File: config.mk
export PLATFORM = sky130hd
export DESIGN_NAME = hawk_axi_rd_arb
export DESIGN_NICKNAME = d
export VERILOG_FILES = /design/src/rtl/hacd_pkg.sv /design/src/rtl/hawk_rr_picker.sv /design/src/rtl/hawk_axi_rd_arb.sv
export SDC_FILE = /design/constraint.sdc
export NUM_CORES = 1
export LEC_CHECK = 0
export BUFFER_PORTS_ARGS = -buffer_cell sky130_fd_sc_hd__buf_2
export CORE_AREA = 3 3 514 516
export DETAILED_ROUTE_END_ITERATION = 8
export DIE_AREA = 0 0 517 519
export GPL_TIMING_DRIVEN = 0
export PLACE_DENSITY = 0.3
export SYNTH_ARGS = -nofsm -noshare
export SYNTH_HDL_FRONTEND = slang
export SYNTH_HIERARCHICAL = 1
export SYNTH_SLANG_ARGS = --single-unit
File: constraint.sdc
create_clock -name clk_i -period 7 [get_ports clk_i]
set_input_delay 1.05 -clock clk_i [delete_from_list [all_inputs] [get_ports clk_i]]
set_output_delay 1.05 -clock clk_i [all_outputs]
set_load 0.1 [all_outputs]
File: src/rtl/hacd_pkg.sv
// rtl/hacd_pkg.sv - shared hawk/hacd types and constants for the AXI read arbiter
package hacd_pkg;

    typedef enum logic [1:0] {
        ARB_IDLE  = 2'd0,
        ARB_ADDR  = 2'd1,
        ARB_DATA  = 2'd2,
        ARB_ERROR = 2'd3
    } arb_state_e;

    localparam int RD_REQ_PGRD    = 0;
    localparam int RD_REQ_CMPRESN = 1;
    localparam int RD_REQ_BURST   = 2;

    localparam logic [1:0] AXI_RESP_OKAY = 2'b00;

endpackage

File: src/rtl/hawk_rr_picker.sv
// rtl/hawk_rr_picker.sv - combinational round-robin picker searching upward from last+1
module hawk_rr_picker #(
    parameter int N     = 3,
    parameter int IDX_W = (N > 1) ? $clog2(N) : 1
) (
    input  logic [N-1:0]     i_req,
    input  logic [IDX_W-1:0] i_last,
    output logic [N-1:0]     o_grant,
    output logic [IDX_W-1:0] o_idx
);

    // Walk the request vector starting just after the previous winner; first hit wins
    always_comb begin
        int   k;
        logic found;
        o_grant = '0;
        o_idx   = '0;
        found   = 1'b0;
        k       = 0;
        for (int off = 1; off <= N; off++) begin
            k = (int'(i_last) + off) % N;
            if (!found && i_req[k]) begin
                found      = 1'b1;
                o_grant[k] = 1'b1;
                o_idx      = IDX_W'(k);
            end
        end
    end

endmodule

File: src/rtl/hawk_axi_rd_arb.sv
// rtl/hawk_axi_rd_arb.sv - round-robin arbiter for the single HAWK AXI4 read master port
module hawk_axi_rd_arb
    import hacd_pkg::*;
#(
    parameter int NUM_REQ = 3,
    parameter int ADDR_W  = 64,
    parameter int DATA_W  = 512,
    parameter int TIMEOUT = 1024
) (
    input  logic                      clk_i,
    input  logic                      rst_i,
    input  logic [NUM_REQ-1:0]        req_arvalid_i,
    input  logic [NUM_REQ*ADDR_W-1:0] req_araddr_i,
    input  logic [NUM_REQ*8-1:0]      req_arlen_i,
    output logic [NUM_REQ-1:0]        req_arready_o,
    output logic [NUM_REQ-1:0]        req_rvalid_o,
    input  logic [NUM_REQ-1:0]        req_rready_i,
    output logic [DATA_W-1:0]         rdata_o,
    output logic [1:0]                rresp_o,
    output logic                      rlast_o,
    output logic                      m_arvalid_o,
    output logic [ADDR_W-1:0]         m_araddr_o,
    output logic [7:0]                m_arlen_o,
    input  logic                      m_arready_i,
    input  logic                      m_rvalid_i,
    input  logic [DATA_W-1:0]         m_rdata_i,
    input  logic [1:0]                m_rresp_i,
    input  logic                      m_rlast_i,
    output logic                      m_rready_o,
    output logic [NUM_REQ-1:0]        grant_o,
    output logic                      busy_o,
    output logic                      timeout_err_o,
    output logic                      proto_err_o
);

    localparam int IDX_W = (NUM_REQ > 1) ? $clog2(NUM_REQ) : 1;

    arb_state_e         r_state;
    arb_state_e         w_next_state;

    logic [NUM_REQ-1:0] w_pick_onehot;
    logic [IDX_W-1:0]   w_pick_idx;
    logic [IDX_W-1:0]   r_last_grant;
    logic [NUM_REQ-1:0] r_grant;
    logic [ADDR_W-1:0]  r_addr;
    logic [7:0]         r_len;
    logic [7:0]         r_beat_cnt;
    logic [15:0]        r_idle_cnt;
    logic               r_timeout_err;
    logic               r_proto_err;

    logic               w_req_any;
    logic               w_start;
    logic               w_owner_rready;
    logic               w_ar_hs;
    logic               w_r_hs;
    logic               w_waiting;
    logic               w_timeout;

    hawk_rr_picker #(
        .N     (NUM_REQ),
        .IDX_W (IDX_W)
    ) u_picker (
        .i_req   (req_arvalid_i),
        .i_last  (r_last_grant),
        .o_grant (w_pick_onehot),
        .o_idx   (w_pick_idx)
    );

    assign w_req_any      = |req_arvalid_i;
    assign w_start        = (r_state == ARB_IDLE) && w_req_any;
    assign w_owner_rready = |(req_rready_i & r_grant);
    assign w_ar_hs        = (r_state == ARB_ADDR) && m_arready_i;
    assign w_r_hs         = (r_state == ARB_DATA) && m_rvalid_i && w_owner_rready;
    assign w_waiting      = (r_state == ARB_ADDR) || (r_state == ARB_DATA);
    // A handshake in the final allowed cycle still rescues the burst
    assign w_timeout      = w_waiting && !w_ar_hs && !w_r_hs &&
                            (r_idle_cnt == 16'(TIMEOUT - 1));

    // State register
    always_ff @(posedge clk_i) begin
        if (rst_i) begin
            r_state <= ARB_IDLE;
        end else begin
            r_state <= w_next_state;
        end
    end

    // Next-state logic; ERROR is only left through reset
    always_comb begin
        w_next_state = r_state;
        case (r_state)
            ARB_IDLE: begin
                if (w_req_any) w_next_state = ARB_ADDR;
            end
            ARB_ADDR: begin
                if (w_timeout)    w_next_state = ARB_ERROR;
                else if (w_ar_hs) w_next_state = ARB_DATA;
            end
            ARB_DATA: begin
                if (w_timeout)                  w_next_state = ARB_ERROR;
                else if (w_r_hs && m_rlast_i)   w_next_state = ARB_IDLE;
            end
            default: w_next_state = ARB_ERROR;
        endcase
    end

    // Output decode; arready is suppressed while reset is held so no request sees a lost accept
    always_comb begin
        req_arready_o = '0;
        req_rvalid_o  = '0;
        m_arvalid_o   = 1'b0;
        m_rready_o    = 1'b0;
        rdata_o       = '0;
        rresp_o       = '0;
        rlast_o       = 1'b0;
        case (r_state)
            ARB_IDLE: begin
                if (!rst_i) req_arready_o = w_pick_onehot;
            end
            ARB_ADDR: begin
                m_arvalid_o = 1'b1;
            end
            ARB_DATA: begin
                m_rready_o   = w_owner_rready;
                req_rvalid_o = r_grant & {NUM_REQ{m_rvalid_i}};
                rdata_o      = m_rdata_i;
                rresp_o      = m_rresp_i;
                rlast_o      = m_rlast_i;
            end
            default: ;
        endcase
    end

    assign m_araddr_o    = r_addr;
    assign m_arlen_o     = r_len;
    assign grant_o       = r_grant;
    assign busy_o        = (r_state != ARB_IDLE);
    assign timeout_err_o = r_timeout_err;
    assign proto_err_o   = r_proto_err;

    // Grant bookkeeping, AR field capture, beat counting, hang watchdog and sticky errors
    always_ff @(posedge clk_i) begin
        if (rst_i) begin
            r_last_grant  <= IDX_W'(NUM_REQ - 1);
            r_grant       <= '0;
            r_addr        <= '0;
            r_len         <= '0;
            r_beat_cnt    <= '0;
            r_idle_cnt    <= '0;
            r_timeout_err <= 1'b0;
            r_proto_err   <= 1'b0;
        end else begin
            if (w_start) begin
                r_grant      <= w_pick_onehot;
                r_last_grant <= w_pick_idx;
                r_addr       <= req_araddr_i[int'(w_pick_idx)*ADDR_W +: ADDR_W];
                r_len        <= req_arlen_i[int'(w_pick_idx)*8 +: 8];
                r_idle_cnt   <= '0;
            end

            if (w_ar_hs) begin
                r_beat_cnt <= '0;
            end

            if (w_ar_hs || w_r_hs) begin
                r_idle_cnt <= '0;
            end else if (w_waiting && !w_timeout) begin
                r_idle_cnt <= r_idle_cnt + 16'd1;
            end

            if (w_r_hs) begin
                r_beat_cnt <= r_beat_cnt + 8'd1;
                // rlast early, late, or missing at the expected beat all count as malformed
                if (m_rlast_i != (r_beat_cnt == r_len)) begin
                    r_proto_err <= 1'b1;
                end
                if (m_rlast_i) begin
                    r_grant <= '0;
                end
            end

            if (w_timeout) begin
                r_timeout_err <= 1'b1;
            end
        end
    end

endmodule

### Yosys cells after proc, flatten, opt, wreduce, memory -nomap -nowiden

Cells that the tools add are included.

| word-level totals | value |
|---|---|
| register bits | 105 |
| output and inout port bits | 601 |

| cells by class | value |
|---|---|
| equality and inequality tests | 8 |
| multiplexer cells | 44 |
| magnitude comparators | 6 |
| bitwise logic cells | 4 |
| divide/modulo/power cells | 3 |
| add/sub/neg operators | 5 |
| reductions and logical operators | 30 |
| shift operators | 2 |

Operators by type and width:

| kind | count |
|---|---|
| $mux 512 | 1 |
| $shiftx 192x9->64 | 1 |
| $ge 32x1->1 const B | 3 |
| $lt 32x4->1 const B | 3 |
| $mod 32x3->32 const B | 3 |
| $mux 16 | 2 |
| $mux 3 | 9 |
| $shiftx 24x6->8 | 1 |
| $mux 2 | 9 |
| $add 16x1->16 const B | 1 |
| $eq 16x10->1 const B | 1 |
| $mux 8 | 2 |
| $logic_and 1x1->1 | 14 |
| $mux 1 | 14 |
| $add 8x1->8 const B | 1 |
| $eq 8x8->1 | 1 |
| $add 2x2->3 const B | 2 |
| $and 3x3->3 | 2 |
| $bmux 1 s2 | 3 |
| $demux 1 s2 | 3 |
| $or 3x3->3 | 2 |
| $pmux 2 s3 | 1 |
| $reduce_bool 2->1 | 3 |
| $reduce_or 3->1 | 2 |
| 13 further kinds | 18 |

### Logic depth before layout (Yosys ltp)

| logic depth | value |
|---|---|
| word-level depth | 15 |
| mapped depth | 12 |
| mapped depth without buffers | 10 |

### Cells and area by module

Netlist, hierarchy kept.

Modules (own cells, without submodules):

| module | cells each | area an instance (µm²) | times used |
|---|---|---|---|
| hawk_axi_rd_arb | 1273 | 9090.0 | 1 |
| hawk_rr_picker | 35 | 259.0 | 1 |

### Worst setup path before layout

No wires, ideal clock.

| path | value |
|---|---|
| kind | input to output |
| from | input port req_arvalid_i[1] |
| to | output port req_arready_o[2] |
| stages | 4 |
| path slack | 3.482 ns |
| required time | 5.950 ns |
| arrival time | 2.468 ns |
| path through | a22oi_1 o221ai_2 o31ai_1 and3_1 |

| on the way | value |
|---|---|
| word-level cells in the longest chain between the ends | 12 |

RTL lines:

| item | RTL line | source |
|---|---|---|
| from (decl) | hawk_axi_rd_arb.sv:12 | `input logic [NUM_REQ-1:0] req_arvalid_i,` |
| $bmux 1 s2 | hawk_rr_picker.sv:22 | `if (!found && i_req[k]) begin` |
| $mux 1 (not written as such) (2 in series) | hawk_rr_picker.sv:22 |  |
| $mux 1 | hawk_rr_picker.sv:22 |  |
| $logic_not 1->1 | hawk_rr_picker.sv:22 |  |
| $logic_and 1x1->1 | hawk_rr_picker.sv:22 |  |
| $mux 1 | hawk_rr_picker.sv:22 |  |
| $logic_not 1->1 | hawk_rr_picker.sv:22 |  |
| $logic_and 1x1->1 | hawk_rr_picker.sv:22 |  |
| $mux 3 (*) | hawk_rr_picker.sv:22 |  |
| net w_pick_onehot[2] | hawk_axi_rd_arb.sv:41 | `logic [NUM_REQ-1:0] w_pick_onehot;` |
| $mux 3 (*) | hawk_axi_rd_arb.sv:119 | `if (!rst_i) req_arready_o = w_pick_onehot;` |
| $mux 3 (*) | hawk_axi_rd_arb.sv:117 | `case (r_state)` |
| to (decl) | hawk_axi_rd_arb.sv:15 | `output logic [NUM_REQ-1:0] req_arready_o,` |

Mark *: on every way through the listed nets, which the timed path passes. The rest lies on a longest branch. The select of a mux whose other input is x is not followed.

### Final worst setup path

| path | value |
|---|---|
| from | register r_state[0] |
| to | output port rdata_o[355] |

| on the way | value |
|---|---|
| word-level cells in the longest chain between the ends | 2 |

RTL lines:

| item | RTL line | source |
|---|---|---|
| from (decl) | hawk_axi_rd_arb.sv:38 | `arb_state_e r_state;` |
| from (signal assigned) | hawk_axi_rd_arb.sv:85 | `r_state <= w_next_state;` |
| $eq 2x2->1 | hawk_axi_rd_arb.sv:117 |  |
| $mux 512 | hawk_axi_rd_arb.sv:117 |  |
| to (decl) | hawk_axi_rd_arb.sv:18 | `output logic [DATA_W-1:0] rdata_o,` |

No other way between the ends.

==> results.toml <==
[yosys]
synth.avg_cell_area_sq_um = 7.15
synth_area_sq_um = 9350
synthTopCellsByCount = "and2_1, nor2_1, dfxtp_1"
yosys.area_share.simple_pct = 50.4
yosysMostFrequentCell = "and2_1"
synthArstFlopShare_pct = 0
synth_top_family_by_area = "simple AND/OR/NAND/NOR gates"
yosysWarnings = 6
synth_top_area_cell = "and2_1"
synthMuxAreaShare_pct = 8.50
synth_cell_type_count = 58
syn_inst = 1308
ys_seq_elements = 105
synth_edf_count = 0
syn-num-nets = 2059
synth.area.top_cells = "and2_1, dfxtp_1, mux2i_1"
synth-compound-area-share_pct = 11.0
netlist.area_leader.share_pct = 34.6
ys_seq_area_share_pct = 22.5
synth_fa_ha_area_share_pct = 1.34
ys.flop_type = "dfxtp_1"
synthXorXnorAreaFrac_pct = 1.12

[detailed_routing]
drc = 0
postRouteAntennaNets = 0
first_pass_iters = 5
drt_wl_total_um = 208000
drt_iter0_markers = 871
wl_per_cell_um = 34.0
vias = 16000
avgViaCountPerCell = 2.63

[placement]
dpl_cell_area_sq_um = 20300
gp_congestion = 1.01
port-buffer-count = 1340
dp_hpwl_um = 198000
placed_cells = 6051

[cells_and_area]
stdcell_count = 6103
multiInputGateArea_sq_um = 6770
drive_above_1_share_pct = 51.7
nFillCells = 30800
fin_area_sq_um = 20700
ff_latch_area_sq_um = 2100
area_growth_pct = 122
final_nets = 3411

[run_status]
status = "finished, final reports clean"

[grt]
grt_max_degree = 20
antenna_found_initial = 210
grt_pass1_vias = 15700
grt_pass1_wl_um = 239000
overflow = 0
grtUsageTotal_pct = 14.7

[cts]
cts_tree = "yes"
h-tree-depth = 3
insertion_delay_ns = 0.39
postCtsSetupBuffers = 0
clock_sinks = 105
clk_pin_slew_worst_paths_ns = 0.09
cts_root_buffer = "clkbuf_16"
clock_path_buffers = 2
post_cts_resized = 0
cts_buffers = 9
cts_hold_buf = 0

[power_and_ir_drop]
power_frac_comb_pct = 88.9
internal_power_mw = 2.80
p_sw_mw = 11.2
p_leak_nw = 10.1
clock_power_share_pct = 3.9
swShare_pct = 80.0
design_power_total_mw = 14.0
seqPwrFrac_pct = 7.2
p_per_area_nw_per_um2 = 673
vdd_ir_drop_max_mv = 0.335

[floorplan]
pin_count = 1342
core_sq_um = 260000
dieWidth_um = 517
die_y_um = 519
num_rows = 187
die_area_sq_um = 268000
initial_utilization_pct = 3.60

[critical_path]
rr_worst_depth = 12
slowest_delay_ns = 0.72
worstPathMaxFanout = 10
r2r_setup_slack_ns = 2.72
crit_top_cell = "clkbuf_1"
r2r-start = "r_last_grant[0]"
crit-reg2reg-capture = "m_araddr_o[62]"
crit_family = "buffers and inverters"
critical_path_buf_inv_count = 6
cp-startpoint = "r_state[0]"
cp-start-kind = "flip-flop"
endpoint_kind = "output pin"
crit_arrival_ns = 3.56
slowest_stage = "clkbuf_1"
worst-setup-path-type = "reg2out"
required_ns = 5.95
path_cells = "inv_1 > ha_1 > clkbuf_2 > clkbuf_1 > buf_8 > clkbuf_1 > and2_1 > buf_2"

[sta]
drv_slew = 0
finalCriticalPeriod_ns = 4.61
setup_viol = 0
max-slew-margin-rel_pct = 26.1
worst_pin_slew_ns = 1.11
finalCritPeriodShare_pct = 65.9
hold_slack_ns = 0.488
timing.fmax_ghz = 0.217
rsz0062_at_grt = "no"
clock_skew_ns = 0.0154
finalHoldViolCount = 0
tns_ns = 0

[min_path]
whs_path_depth = 2
min_path_type = "reg2reg"
min_from = "timeout_err_o"
min_to = "timeout_err_o"

[run]
maxCapViolCount = 0
cell type report:
cell class / count / area share [%]
Multi-Input combinational cell: 1077 / 32.7
Clock buffer: 10 / 1.15
Tap cell: 3402 / 20.5
Clock inverter: 6 / 0.284
Sequential cell: 105 / 10.1
Buffer: 114 / 2.11
Timing Repair Buffer: 1341 / 32.4
Antenna cell: 36 / 0.435
Inverter: 12 / 0.217
flip-flops by register name, indices dropped and copies added (netlist names):
name / cells
m_araddr_o: 64
r_idle_cnt: 16
m_arlen_o: 8
r_beat_cnt: 8
grant_o: 3
r_last_grant: 2
r_state: 2
proto_err_o: 1
timeout_err_o: 1
through the flow:
step | utilization [%] | setup slack (ns)
finish | 7.98 | 2.39
global placement | 7.82 | 1.67
floorplan | - | 3.48
global route | 7.96 | 2.03
CTS | 7.94 | 2.05
detailed placement | 7.83 | 2.50
layout by cell type (no fill, tap or decap), types with 4 or more instances in the layout:
cell type	netlist	routed
clkbuf_1	103	101
nor3b_1	6	6
inv_1	12	12
nand2_1	29	29
nand4_1	6	6
buf_1	8	8
diode_2	0	36
o21ai_0	13	13
nor3_1	77	77
dfxtp_1	105	105
and2_1	517	517
buf_2	2	1342
a211oi_1	75	75
and3_1	13	13
xnor2_1	11	11
nor4_1	4	4
a221o_1	4	4
ha_1	10	10
a21oi_1	11	11
clkbuf_16	0	9
nand3_1	7	7
nor2_1	158	158
mux2i_1	76	76
a22o_1	4	4
power by group through the flow:
stage / logic (mW) / clock network (mW) / registers (mW)
floorplan: 7.17 / 0 / 2.54
global placement: 12.7 / 0 / 1.01
detailed placement: 12.7 / 0 / 1.02
CTS: 12.7 / 0.572 / 1.01
global route: 12.8 / 0.587 / 1.04
finish: 12.4 / 0.548 / 0.999
worst register-to-register path: cells and delay by family, from the launching register on:
| family | cells | cell delay, ns |
|---|---|---|
| AOI/OAI and AO/OA | 4 | 1.10 |
| buffers and inverters | 3 | 1.51 |
| muxes | 1 | 0.31 |
| and+or+nand+nor | 3 | 0.32 |
| DFF | 1 | 0.43 |
| adders and majority gates | 1 | 0.46 |
layer usage:
metal | global-route usage [%] | share of wire (%) | vias to the layer above | routed length (um)
li1 | - | - | 7069 | -
met1 | 12.9 | 30 | 7298 | 63300
met2 | 30.3 | 56 | 1224 | 117000
met3 | 6.30 | 11 | 358 | 22300
met4 | 2.48 | 2.4 | 72 | 4960
met5 | 0 | 0.24 | - | 489
worst max-delay path by stage:
stage / to / slack [ns] / cells past startpoint
after floorplan: req_arready_o[2] / 3.48 / 4
after global placement: rdata_o[353] / 1.67 / 7
after detailed placement: rdata_o[355] / 2.50 / 8
after CTS: rdata_o[355] / 2.05 / 8
after global routing: rdata_o[355] / 2.03 / 8
final: rdata_o[355] / 2.39 / 8
cell families after synthesis:
family / count (synthesis)
simple gates: 837
compound gates: 139
buf+inv: 126
flops: 105
mux: 79
xor+xnor: 12
fa+ha+maj: 10
Note: power is estimated with default switching activity, not from simulation.
